File: config.mk
export PLATFORM = sky130hd
export DESIGN_NAME = instr_fetch_unit
export DESIGN_NICKNAME = d
export VERILOG_FILES = /design/src/rtl/instr_fetch_unit.sv
export SDC_FILE = /design/constraint.sdc
export NUM_CORES = 1
export LEC_CHECK = 0
export BUFFER_PORTS_ARGS = -buffer_cell sky130_fd_sc_hd__buf_4
export CORE_MARGIN = 3
export CORE_UTILIZATION = 35
export CTS_CLUSTER_SIZE = 28
export DETAILED_ROUTE_END_ITERATION = 6
export PLACE_DENSITY = 0.63
export SYNTH_ARGS = -nofsm -noshare
export SYNTH_HDL_FRONTEND = slang
export SYNTH_SLANG_ARGS = --single-unit
File: constraint.sdc
create_clock -name clk -period 14.1 [get_ports clk]
set_input_delay 0 -clock clk [delete_from_list [all_inputs] [get_ports clk]]
set_output_delay 0 -clock clk [all_outputs]
set_load 0.1 [all_outputs]
File: src/rtl/instr_fetch_unit.sv
// Instruction fetch unit: owns the fetch PC, runs the single-outstanding req/ack
// handshake to instruction memory and buffers fetched words in a small prefetch queue.
module instr_fetch_unit #(
  parameter logic [31:0] RESET_PC = 32'h0000_3000,
  parameter int          DEPTH    = 2
) (
  input  logic        clk,
  input  logic        rst,
  output logic        imem_req,
  output logic [31:0] imem_addr,
  input  logic        imem_ack,
  input  logic [31:0] imem_rdata,
  output logic [31:0] instr_out,
  output logic [31:0] instr_pc,
  output logic        instr_valid,
  input  logic        instr_ready,
  input  logic        redirect,
  input  logic [31:0] redirect_pc
);
  localparam int PTR_W = (DEPTH > 1) ? $clog2(DEPTH) : 1;
  localparam int CNT_W = $clog2(DEPTH + 1);
  localparam logic [CNT_W-1:0] FULL = CNT_W'(DEPTH);

  typedef enum logic [1:0] {IDLE, WAIT, DRAIN} state_t;

  state_t            state_q, state_d;
  logic              req_q;
  logic [31:0]       fetch_pc_q, fetch_pc_d;
  logic [31:0]       addr_q, addr_d;
  logic [CNT_W-1:0]  count_q, count_d;
  logic [PTR_W-1:0]  rd_ptr_q, rd_ptr_d;
  logic [PTR_W-1:0]  wr_ptr_q, wr_ptr_d;
  logic [31:0]       instr_q [DEPTH];
  logic [31:0]       pc_q    [DEPTH];
  logic              push;
  logic              pop;

  // Fetch FSM: an ack arriving in IDLE is a protocol error and has no effect.
  always_comb begin
    state_d = state_q;
    addr_d  = addr_q;
    push    = 1'b0;
    case (state_q)
      IDLE: begin
        if (!redirect && (count_q < FULL)) begin
          state_d = WAIT;
          addr_d  = fetch_pc_q;
        end
      end
      WAIT: begin
        if (imem_ack) begin
          state_d = IDLE;
          push    = !redirect;
        end else if (redirect) begin
          state_d = DRAIN;
        end
      end
      DRAIN: begin
        if (imem_ack) state_d = IDLE;
      end
      default: state_d = IDLE;
    endcase
  end

  always_comb begin
    fetch_pc_d = fetch_pc_q;
    if (redirect)  fetch_pc_d = redirect_pc & ~32'h0000_0003;
    else if (push) fetch_pc_d = fetch_pc_q + 32'd4;
  end

  // Queue bookkeeping: a redirect wipes the queue and cancels any same-cycle push or pop.
  assign pop = (count_q != '0) && instr_ready && !redirect;

  always_comb begin
    count_d  = count_q;
    rd_ptr_d = rd_ptr_q;
    wr_ptr_d = wr_ptr_q;
    if (redirect) begin
      count_d  = '0;
      rd_ptr_d = '0;
      wr_ptr_d = '0;
    end else begin
      if (push) wr_ptr_d = wr_ptr_q + PTR_W'(1);
      if (pop)  rd_ptr_d = rd_ptr_q + PTR_W'(1);
      if (push && !pop)      count_d = count_q + CNT_W'(1);
      else if (pop && !push) count_d = count_q - CNT_W'(1);
    end
  end

  always_ff @(posedge clk or posedge rst) begin
    if (rst) begin
      state_q    <= IDLE;
      req_q      <= 1'b0;
      fetch_pc_q <= RESET_PC;
      addr_q     <= RESET_PC;
      count_q    <= '0;
      rd_ptr_q   <= '0;
      wr_ptr_q   <= '0;
    end else begin
      state_q    <= state_d;
      req_q      <= (state_d != IDLE);
      fetch_pc_q <= fetch_pc_d;
      addr_q     <= addr_d;
      count_q    <= count_d;
      rd_ptr_q   <= rd_ptr_d;
      wr_ptr_q   <= wr_ptr_d;
    end
  end

  always_ff @(posedge clk or posedge rst) begin
    if (rst) begin
      for (int i = 0; i < DEPTH; i++) begin
        instr_q[i] <= '0;
        pc_q[i]    <= '0;
      end
    end else if (push) begin
      instr_q[wr_ptr_q] <= imem_rdata;
      pc_q[wr_ptr_q]    <= addr_q;
    end
  end

  assign imem_req    = req_q;
  assign imem_addr   = addr_q;
  assign instr_valid = (count_q != '0);
  assign instr_out   = instr_q[rd_ptr_q];
  assign instr_pc    = pc_q[rd_ptr_q];

endmodule
Yosys cells after proc, flatten, opt, wreduce, memory -nomap -nowiden --
Cells that the tools add are included.
Storage, ports and cells: output and inout bits 98, word-level logic and storage cells 66, input port bits 69, register bits after elaboration 199
Cells by class: order comparisons 4, $add $sub $neg 5, bitwise gates (word level) 2, multiplexer cells 26, equality and inequality tests 2, reduce and logical (&&, ||, !) cells 16
Operator list (count):
- $mux 32 | 9
- $bwmux 64 | 2
- $add 32x3->32 const B | 1
- $demux 32 s1 | 1
- $mux 2 | 7
- $reduce_bool 2->1 | 4
- $logic_and 1x1->1 | 6
- $mux 1 | 6
- $pmux 2 s3 | 1
- $ge 2x2->1 const B | 2
- $not 1->2 | 2
- $logic_not 1->1 | 3
- $reduce_bool 3->1 | 1
- $add 1x1->1 const B | 2
- $add 2x1->2 const B | 1
- $eq 2x1->1 const B | 1
- $eq 2x2->1 const B | 1
- $logic_not 2->1 | 1
- $lt 2x1->1 const B | 1
- $lt 2x2->1 const B | 1
- $reduce_and 2->1 | 1
- $sub 2x1->2 const B | 1

Logic depth before layout (Yosys ltp) --
Gate-level depths: netlist (run 1).
word-level depth 8, mapped depth 6, depth with buffers taken out 5

Worst setup path after synthesis (run 1) --
No wires, ideal clock.
path kind reg-to-reg, start register fetch_pc_q[2], end register fetch_pc_q[28], library setup time 0.082 ns, path slack 12.073 ns, arrival 1.945 ns, data required time 14.018 ns, buffers on the path 1, cell stages (with the launch flop) 7, period minus slack after synthesis 2.027 ns, cells stage by stage dfrtp_1 -> ha_1 -> nand4_1 -> or4_1 -> buf_2 -> or4_1 -> a31oi_1
On the way: word-level cells in the longest chain between the ends 3
Ends and longest elaborated chain:
- start: declaration | RTL line 28 | logic [31:0] fetch_pc_q, fetch_pc_d;
- start signal: assignment | RTL line 102 | fetch_pc_q <= fetch_pc_d;
- $add 32x3->32 | RTL line 68 | else if (push) fetch_pc_d = fetch_pc_q + 32'd4;
- $mux 32 | RTL line 68
- $mux 32 | RTL line 67 | if (redirect) fetch_pc_d = redirect_pc & ~32'h0000_0003;
Every way passes these cells. The select of a mux whose other input is x is not followed. A chain may end at the register's enable or synchronous reset.

Worst setup path after layout (run 1) --
start register state_q[1], end register fetch_pc_q[25]
On the way: word-level cells in the longest chain between the ends 3
Ends and longest elaborated chain:
- start: declaration | RTL line 26 | state_t state_q, state_d;
- start signal: assignment | RTL line 100 | state_q <= state_d;
- $eq 2x1->1 | RTL line 43 | case (state_q)
- $mux 1 | RTL line 43
- $reduce_bool 2->1 (no source line)
Every way passes these cells.

==> results of run 1 <==
-- report_power, final --
part	switching [mW]	internal, mW
logic	0.869	0.324
clock network	0.205	0.271
registers	0.0934	0.701
total	1.17	1.30
-- worst paths after layout --
check                                  from              to  cells after the start
worst max-delay path             state_q[1]  fetch_pc_q[25]                      4
worst min-delay path                    rst      instr_q[0]                      3
worst max register to register   state_q[1]  fetch_pc_q[25]                      4
worst min register to register  instr_q[18]     instr_q[18]                      1
max in group asynchronous               rst        pc_q[19]                      4
min in group clk                   imem_ack      state_q[1]                      3
-- placed cells by master (no fill, tap or decap), types with 6 or more instances in the layout --
| master | n |
|---|---|
| mux2_2 | 216 |
| o21ai_0 | 16 |
| a31oi_1 | 17 |
| or4_1 | 18 |
| nand2_1 | 26 |
| inv_1 | 6 |
| xnor2_1 | 11 |
| clkbuf_16 | 17 |
| dfrtp_1 | 186 |
| o31ai_1 | 13 |
| nand3_1 | 11 |
| dlygate4sd3_1 | 84 |
| buf_4 | 166 |
| nor2_1 | 25 |
| nand4_1 | 7 |
-- metal layers --
metal / global-route usage / up-vias
met1: 0.2080 / 2947
met3: 0.03484 / 17
met2: 0.2443 / 125
met5: 0 / -
li1: - / 2801
met4: 0.04226 / 0
-- repair_timing --
action                                 CTS  global route
buffers inserted                         0             0
hold buffers                            84             0
endpoints found under the hold margin  219             0
-- cells by family after synthesis --
kind of cell	after synthesis
DFF	191
buffers and inverters	48
adders and majority gates	1
muxes	217
AOI/OAI and AO/OA	52
xor gates and xnor gates	13
and+or+nand+nor	121
other	1
-- area by class of cell --
class                      count  share of cell area
clock buffer                  22             0.04042
clock inverter                 9            0.009588
inverter                       8            0.003269
multi-input combinational    408              0.3135
sequential                   191              0.4168
tap                          319             0.03476
timing repair buffer         250              0.1817
-- state kept, by name (all words and copies together) (netlist names) --
| name | count |
|---|---|
| count_q | 2 |
| state_q | 2 |
| imem_addr | 30 |
| instr_q | 64 |
| fetch_pc_q | 30 |
| pc_q | 60 |
| rd_ptr_q | 1 |
| imem_req | 1 |
| wr_ptr_q | 1 |
-- critical path: cells and delay by family (launching register included) --
kind / cells / cell delay (ns)
compound gates: 1 / 0.17
simple gates: 3 / 2.02
flops: 1 / 0.44
-- metrics by stage --
stage               hold WS [ns]  std cells  worst slack (ns)
floorplan                0.07011        647             8.908
global placement          0.2031       1092             11.43
detailed placement        0.2096       1092             11.36
CTS                       0.3086       1207             11.36
global route              0.3361       1207             11.17
finish                    0.2856       1207             11.40
==> run metrics, run 1 <==
run status=finished clean; Area growth, synth to finish=34.10%; synth cell count leaders=216 x mux2_2, 187 x dfrtp_1, 26 x nand2_1, 25 x nor2_1, 21 x clkbuf_1; syn_area_per_cell=13.30 µm²; DRT iter0 DRCs=285; number of synthesized flops with an enable pin=0; Core Region=23750 µm²; YS warnings=0; MaxCap Viol Count=0; CP most frequent cell=or4_1; CTS tree=built; Initial Utilization=0.3605; Finished Cell Area=11480 µm²; Top FF cell, synth=dfrtp_1; Max Used Layer=met4; leakage power=5.024 nW; vias in the first global route=5992; count leader, synth=mux2_2; kind of critical path=reg2reg; largest family of logic cells by synthesized area=multiplexers; Post-DP Area=10070 µm²; fin. max-slew vios=0; Horiz. Die Dim=162.4 µm; cell count after synthesis=644; min cycle time layout=2.701 ns; final period utilization=0.1915; Critical Path RT=14.44 ns; mux cell area share after synthesis=0.2852; I/O pins=167; Synth area leader=dfrtp_1; DRC Markers=0; die height=162.4 µm; TNS Setup=0 ns; clock transition at the registers of the reported paths=0.07 ns; CP max stage cell=or4_1; Synth Area in Compound Gates=0.03887; setup repair after global routing missed its margin=false; post-cts resize count=0; RD Place Congestion=0.7499; total track usage=0.1521; synth top area cells=dfrtp_1 55%, mux2_2 28%, or4_1 1.6%, a31oi_1 1.2%, dfstp_2 1.2%; Fmax achieved=0.3703 GHz; area of the multi-input gates=3600 µm²; hpwl dp=12620 µm; XOR/XNOR Fraction of Synth Area=0.01330; share of layout cells above drive strength 1=0.4831; initial antenna violation count=0; worst-path cell chain=nand3b_1 -> or4_1 -> or4_1 -> a31oi_1; first-pass GRT wire length=31980 µm; CTS H-tree depth=4; Metal-1 WL=9337 µm; met2 wire length=9261 µm; die area=26380 µm²; routed vias=5890; Least-Margin Pin Slew=1.068 ns; power density over the cells=214.4 nW/µm²; Clock Sinks=191; crit end category=register; Synth top area share=0.5465; number of CTS-inserted buffers=17; worst vdd ir=155.3 µV; Seq/Total Area, Yosys=0.5587; routed wl met3=998 µm; Port Buffer Count=160; DRT Pass-1 Iters=4; Final setup viols=0; Synth Area in Adders=0.001461; CP max stage delay=0.95 ns; worst min path class=in2async; # diodes=0; post-synthesis simple-gate area fraction=0.07700; Final #Nets=946; Synth Cell Area=8563 µm²; fillers=2151; Seq cells post-synth=191; Clock Tree Root=clkbuf_16; register area=4786 µm²; Setup Skew=0.009629 ns; vias per cell=4.880; clock buffer depth=2; Slew HR=0.2882; CP Launch Type=register; Reg2Reg Setup Slack=11.40 ns; Worst-Skew Late Latency=0.42 ns; library cells used by synthesis=44; CP max FO=17; wire length per cell=16.46 µm; Rows=56; largest net degree at the start of global routing=125; Total Wirelength=19870 µm; GR Overflow Total=0; WP data arrival=3.04 ns; Async SR Flop Fraction=1.000; antenna viol nets, final=0; Hold Fails Final Rpt=0; Overall Power=2.462 mW; Final Util=0.4835
(Power assumes the default switching activity.)
==> run 2: changes to the inputs <==
--- a/config.mk
+++ b/config.mk
@@ -5,12 +5,13 @@
 export SDC_FILE = /design/constraint.sdc
 export NUM_CORES = 1
 export LEC_CHECK = 0
+export ABC_AREA = 1
 export BUFFER_PORTS_ARGS = -buffer_cell sky130_fd_sc_hd__buf_4
 export CORE_MARGIN = 3
 export CORE_UTILIZATION = 35
 export CTS_CLUSTER_SIZE = 28
 export DETAILED_ROUTE_END_ITERATION = 6
-export PLACE_DENSITY = 0.63
+export PLACE_DENSITY = 0.65
 export SYNTH_ARGS = -nofsm -noshare
 export SYNTH_HDL_FRONTEND = slang
 export SYNTH_SLANG_ARGS = --single-unit
==> constraint.sdc (replaced) <==
create_clock -name clk -period 2.4 [get_ports clk]
set_input_delay 0 -clock clk [delete_from_list [all_inputs] [get_ports clk]]
set_output_delay 0 -clock clk [all_outputs]
set_load 0.1 [all_outputs]
==> run 2 against run 1 <==
Against the previous run: flip-flop and latch count unchanged; die area increased by 4.2%; synthesized cell count increased by 79%; maximum frequency increased by 37%; first-iteration DRC count increased by 130%; wire length increased by 13%; sequential share of layout area decreased by 0.95 points; design area increased by 2.3%; global-route usage increased by 1.4 points; cell count increased by 41%; critical endpoint is now instr_q[51].
==> run metrics, run 2 <==
Reg2Reg Depth=7 (was 4); Hold Path Depth=3; CP max FO=72 (was 17); Clock Tree Root=clkbuf_16 (unchanged); first-pass GRT wire length=37930 µm (was 31980 µm); reg2reg start=state_q[1] (unchanged); TNS Setup=0 ns (unchanged); setup repair after global routing missed its margin=false (unchanged); I/O pins=167 (unchanged); vias in the first global route=7421 (was 5992); crit end category=register (unchanged); WP data arrival=2.26 ns (was 3.04 ns); wire length per cell=13.26 µm (was 16.46 µm); final period utilization=0.8186 (was 0.1915); total track usage=0.1660 (was 0.1521); CTS H-tree depth=4 (unchanged); RD Place Congestion=0.9213 (was 0.7499); DRC Markers=0 (unchanged); Non-Filler Instances=1699 (was 1207); # diodes=0 (unchanged); Least-Margin Pin Slew=0.6658 ns (was 1.068 ns); Worst-Skew Late Latency=0.43 ns (was 0.42 ns); library cells used by synthesis=35 (was 44); Setup Skew=0.01304 ns (was 0.009629 ns); DRT Pass-1 Iters=5 (was 4); Core Region=24680 µm² (was 23750 µm²); fin. max-slew vios=0 (unchanged); commonest non-fill, non-tap cells in the layout=478 x nand2_1, 186 x dfrtp_1, 168 x buf_4 (was 216 x mux2_2, 186 x dfrtp_1, 166 x buf_4); commonest non-fill, non-tap cell in the layout=nand2_1 (was mux2_2); synth cell count leaders=478 x nand2_1, 187 x dfrtp_1, 121 x inv_1, 108 x o21ai_1, 74 x o21ai_0 (was 216 x mux2_2, 187 x dfrtp_1, 26 x nand2_1, 25 x nor2_1, 21 x clkbuf_1); die height=165.8 µm (was 162.4 µm); share of layout cells above drive strength 1=0.1673 (was 0.4831); Final setup viols=0 (unchanged); largest net degree at the start of global routing=85 (was 125); Hold WS=0.01733 ns (was 0.2856 ns); Inst Count DP=1599 (was 1092); CP Launch Type=register (unchanged); Initial Utilization=0.3620 (was 0.3605); Min-Delay Endpoint=fetch_pc_q[11]; number of synthesized flops with an enable pin=0 (unchanged); Async SR Flop Fraction=1.000 (unchanged); Hold Fails Final Rpt=0 (unchanged); Synth Cell Area=8934 µm² (was 8563 µm²); initial antenna violation count=0 (unchanged); synth top area cells=dfrtp_1 52%, nand2_1 20%, o21ai_1 6.1%, inv_1 5.1%, o21ai_0 4.1% (was dfrtp_1 55%, mux2_2 28%, or4_1 1.6%, a31oi_1 1.2%, dfstp_2 1.2%); run status=finished clean (unchanged); setup bufs post-CTS=0 (unchanged); Critical Path RT=2.69 ns (was 14.44 ns); Finished Cell Area=11750 µm² (was 11480 µm²); Reg2Reg Setup Slack=0.44 ns (was 11.40 ns); CP max stage cell=dfrtp_1 (was or4_1); post-cts resize count=0 (unchanged); largest registers=instr_q (64), pc_q (60) (unchanged); critical hold path startpoint=redirect; Post-DP Area=10440 µm² (was 10070 µm²); Rows=57 (was 56); count leader, synth=nand2_1 (was mux2_2); Top reg by flops=instr_q (unchanged); Clock Sinks=191 (unchanged); max reg flops=64 (unchanged); Slew HR=0.5552 (was 0.2882); kind of critical path=reg2reg (unchanged); clock transition at the registers of the reported paths=0.07 ns (about the same); worst min path class=in2reg (was in2async); reg2reg end=instr_q[51] (was fetch_pc_q[25]); YS warnings=0 (unchanged); DRT iter0 DRCs=648 (was 285); vias per cell=4.586 (was 4.880); cell count after synthesis=1154 (was 644); Fmax achieved=0.5090 GHz (was 0.3703 GHz); routed vias=7792 (was 5890); number of CTS-inserted buffers=17 (unchanged); MaxCap Viol Count=0 (unchanged); CTS tree=built (unchanged); syn_area_per_cell=7.741 µm² (was 13.30 µm²); min cycle time layout=1.965 ns (was 2.701 ns); CTS Hold Bufs=68 (was 84); Seq cells post-synth=191 (unchanged); Top FF cell, synth=dfrtp_1 (unchanged); Horiz. Die Dim=165.8 µm (was 162.4 µm); clock buffer depth=2 (unchanged); antenna viol nets, final=0 (unchanged); Synth area leader=dfrtp_1 (unchanged); die area=27480 µm² (was 26380 µm²); worst-path cell chain=nor2_4 -> nand3_2 -> inv_4 -> nand2_4 -> buf_12 -> nand2_1 -> o21ai_0 (was nand3b_1 -> or4_1 -> or4_1 -> a31oi_1); Final #Nets=1432 (was 946); Synth top area share=0.5238 (was 0.5465); Port Buffer Count=160 (unchanged); Area growth, synth to finish=31.53% (was 34.10%); CP max stage delay=0.42 ns (was 0.95 ns); hpwl dp=15620 µm (was 12620 µm); Seq/Total Area, Yosys=0.5356 (was 0.5587); GR Overflow Total=0 (unchanged); Total Wirelength=22530 µm (was 19870 µm)
## run 2: cell type report
type | count | area [µm²]
well taps | 324 | 405.4
clock buffers | 19 | 452.9
repair buffers | 243 | 2082
inverters | 125 | 475.5
clock inverters | 13 | 176.4
flip-flops and latches | 191 | 4786
fillers | 2453 | 12930
multi-input cells | 784 | 3372
## run 2: kinds of logic (layout without fill, tap and decap cells)
| logic type | count (synthesis) | after routing | synth area share |
|---|---|---|---|
| adder cells (fa/ha/maj) | 1 | 1 | 0.001400 |
| XOR/XNOR | 5 | 5 | 0.004902 |
| other | 1 | 4 | 0.0004198 |
| flip-flops | 191 | 191 | 0.5356 |
| AND/OR/NAND/NOR | 580 | 580 | 0.2559 |
| buffers and inverters | 182 | 400 | 0.08936 |
| AO/OA/AOI/OAI | 194 | 194 | 0.1125 |
## run 2: how the worst max path moves through the flow
| stage | startpoint | endpoint | slack, ns | cells after the start |
|---|---|---|---|---|
| floorplan | rst | count_q[0] | -0.06 | 1 |
| global placement | state_q[1] | instr_q[50] | 0.52 | 7 |
| detailed placement | state_q[1] | instr_q[51] | 0.46 | 7 |
| CTS | rd_ptr_q | instr_pc[10] | 0.42 | 5 |
| global route | state_q[1] | instr_q[50] | 0.28 | 7 |
| finish | state_q[1] | instr_q[51] | 0.44 | 7 |
## run 2: critical path: cells and delay by family (launching register included)
kind	cells	cell delay, ns
flops	1	0.42
buf+inv	2	0.59
simple gates	4	0.69
compound gates	1	0.07
## run 2: per-stage QoR
stage / utilization / setup WS (ns)
2_1_floorplan: - / -0.05918
6_report: 0.4762 / 0.4354
3_3_place_gp: 0.4231 / 0.5179
5_1_grt: 0.4762 / 0.2771
3_5_place_dp: 0.4231 / 0.4621
4_1_cts: 0.4762 / 0.4151
## run 2: metal layers
metal,GRT usage,share of wire
met1,0.2310,0.48
met2,0.2706,0.47
met3,0.02999,0.039
met4,0.04195,0.011
met5,0,0
Power of run 2 is not shown: default switching activity piles up to over one toggle a cycle in this logic, so the estimate is an artifact.
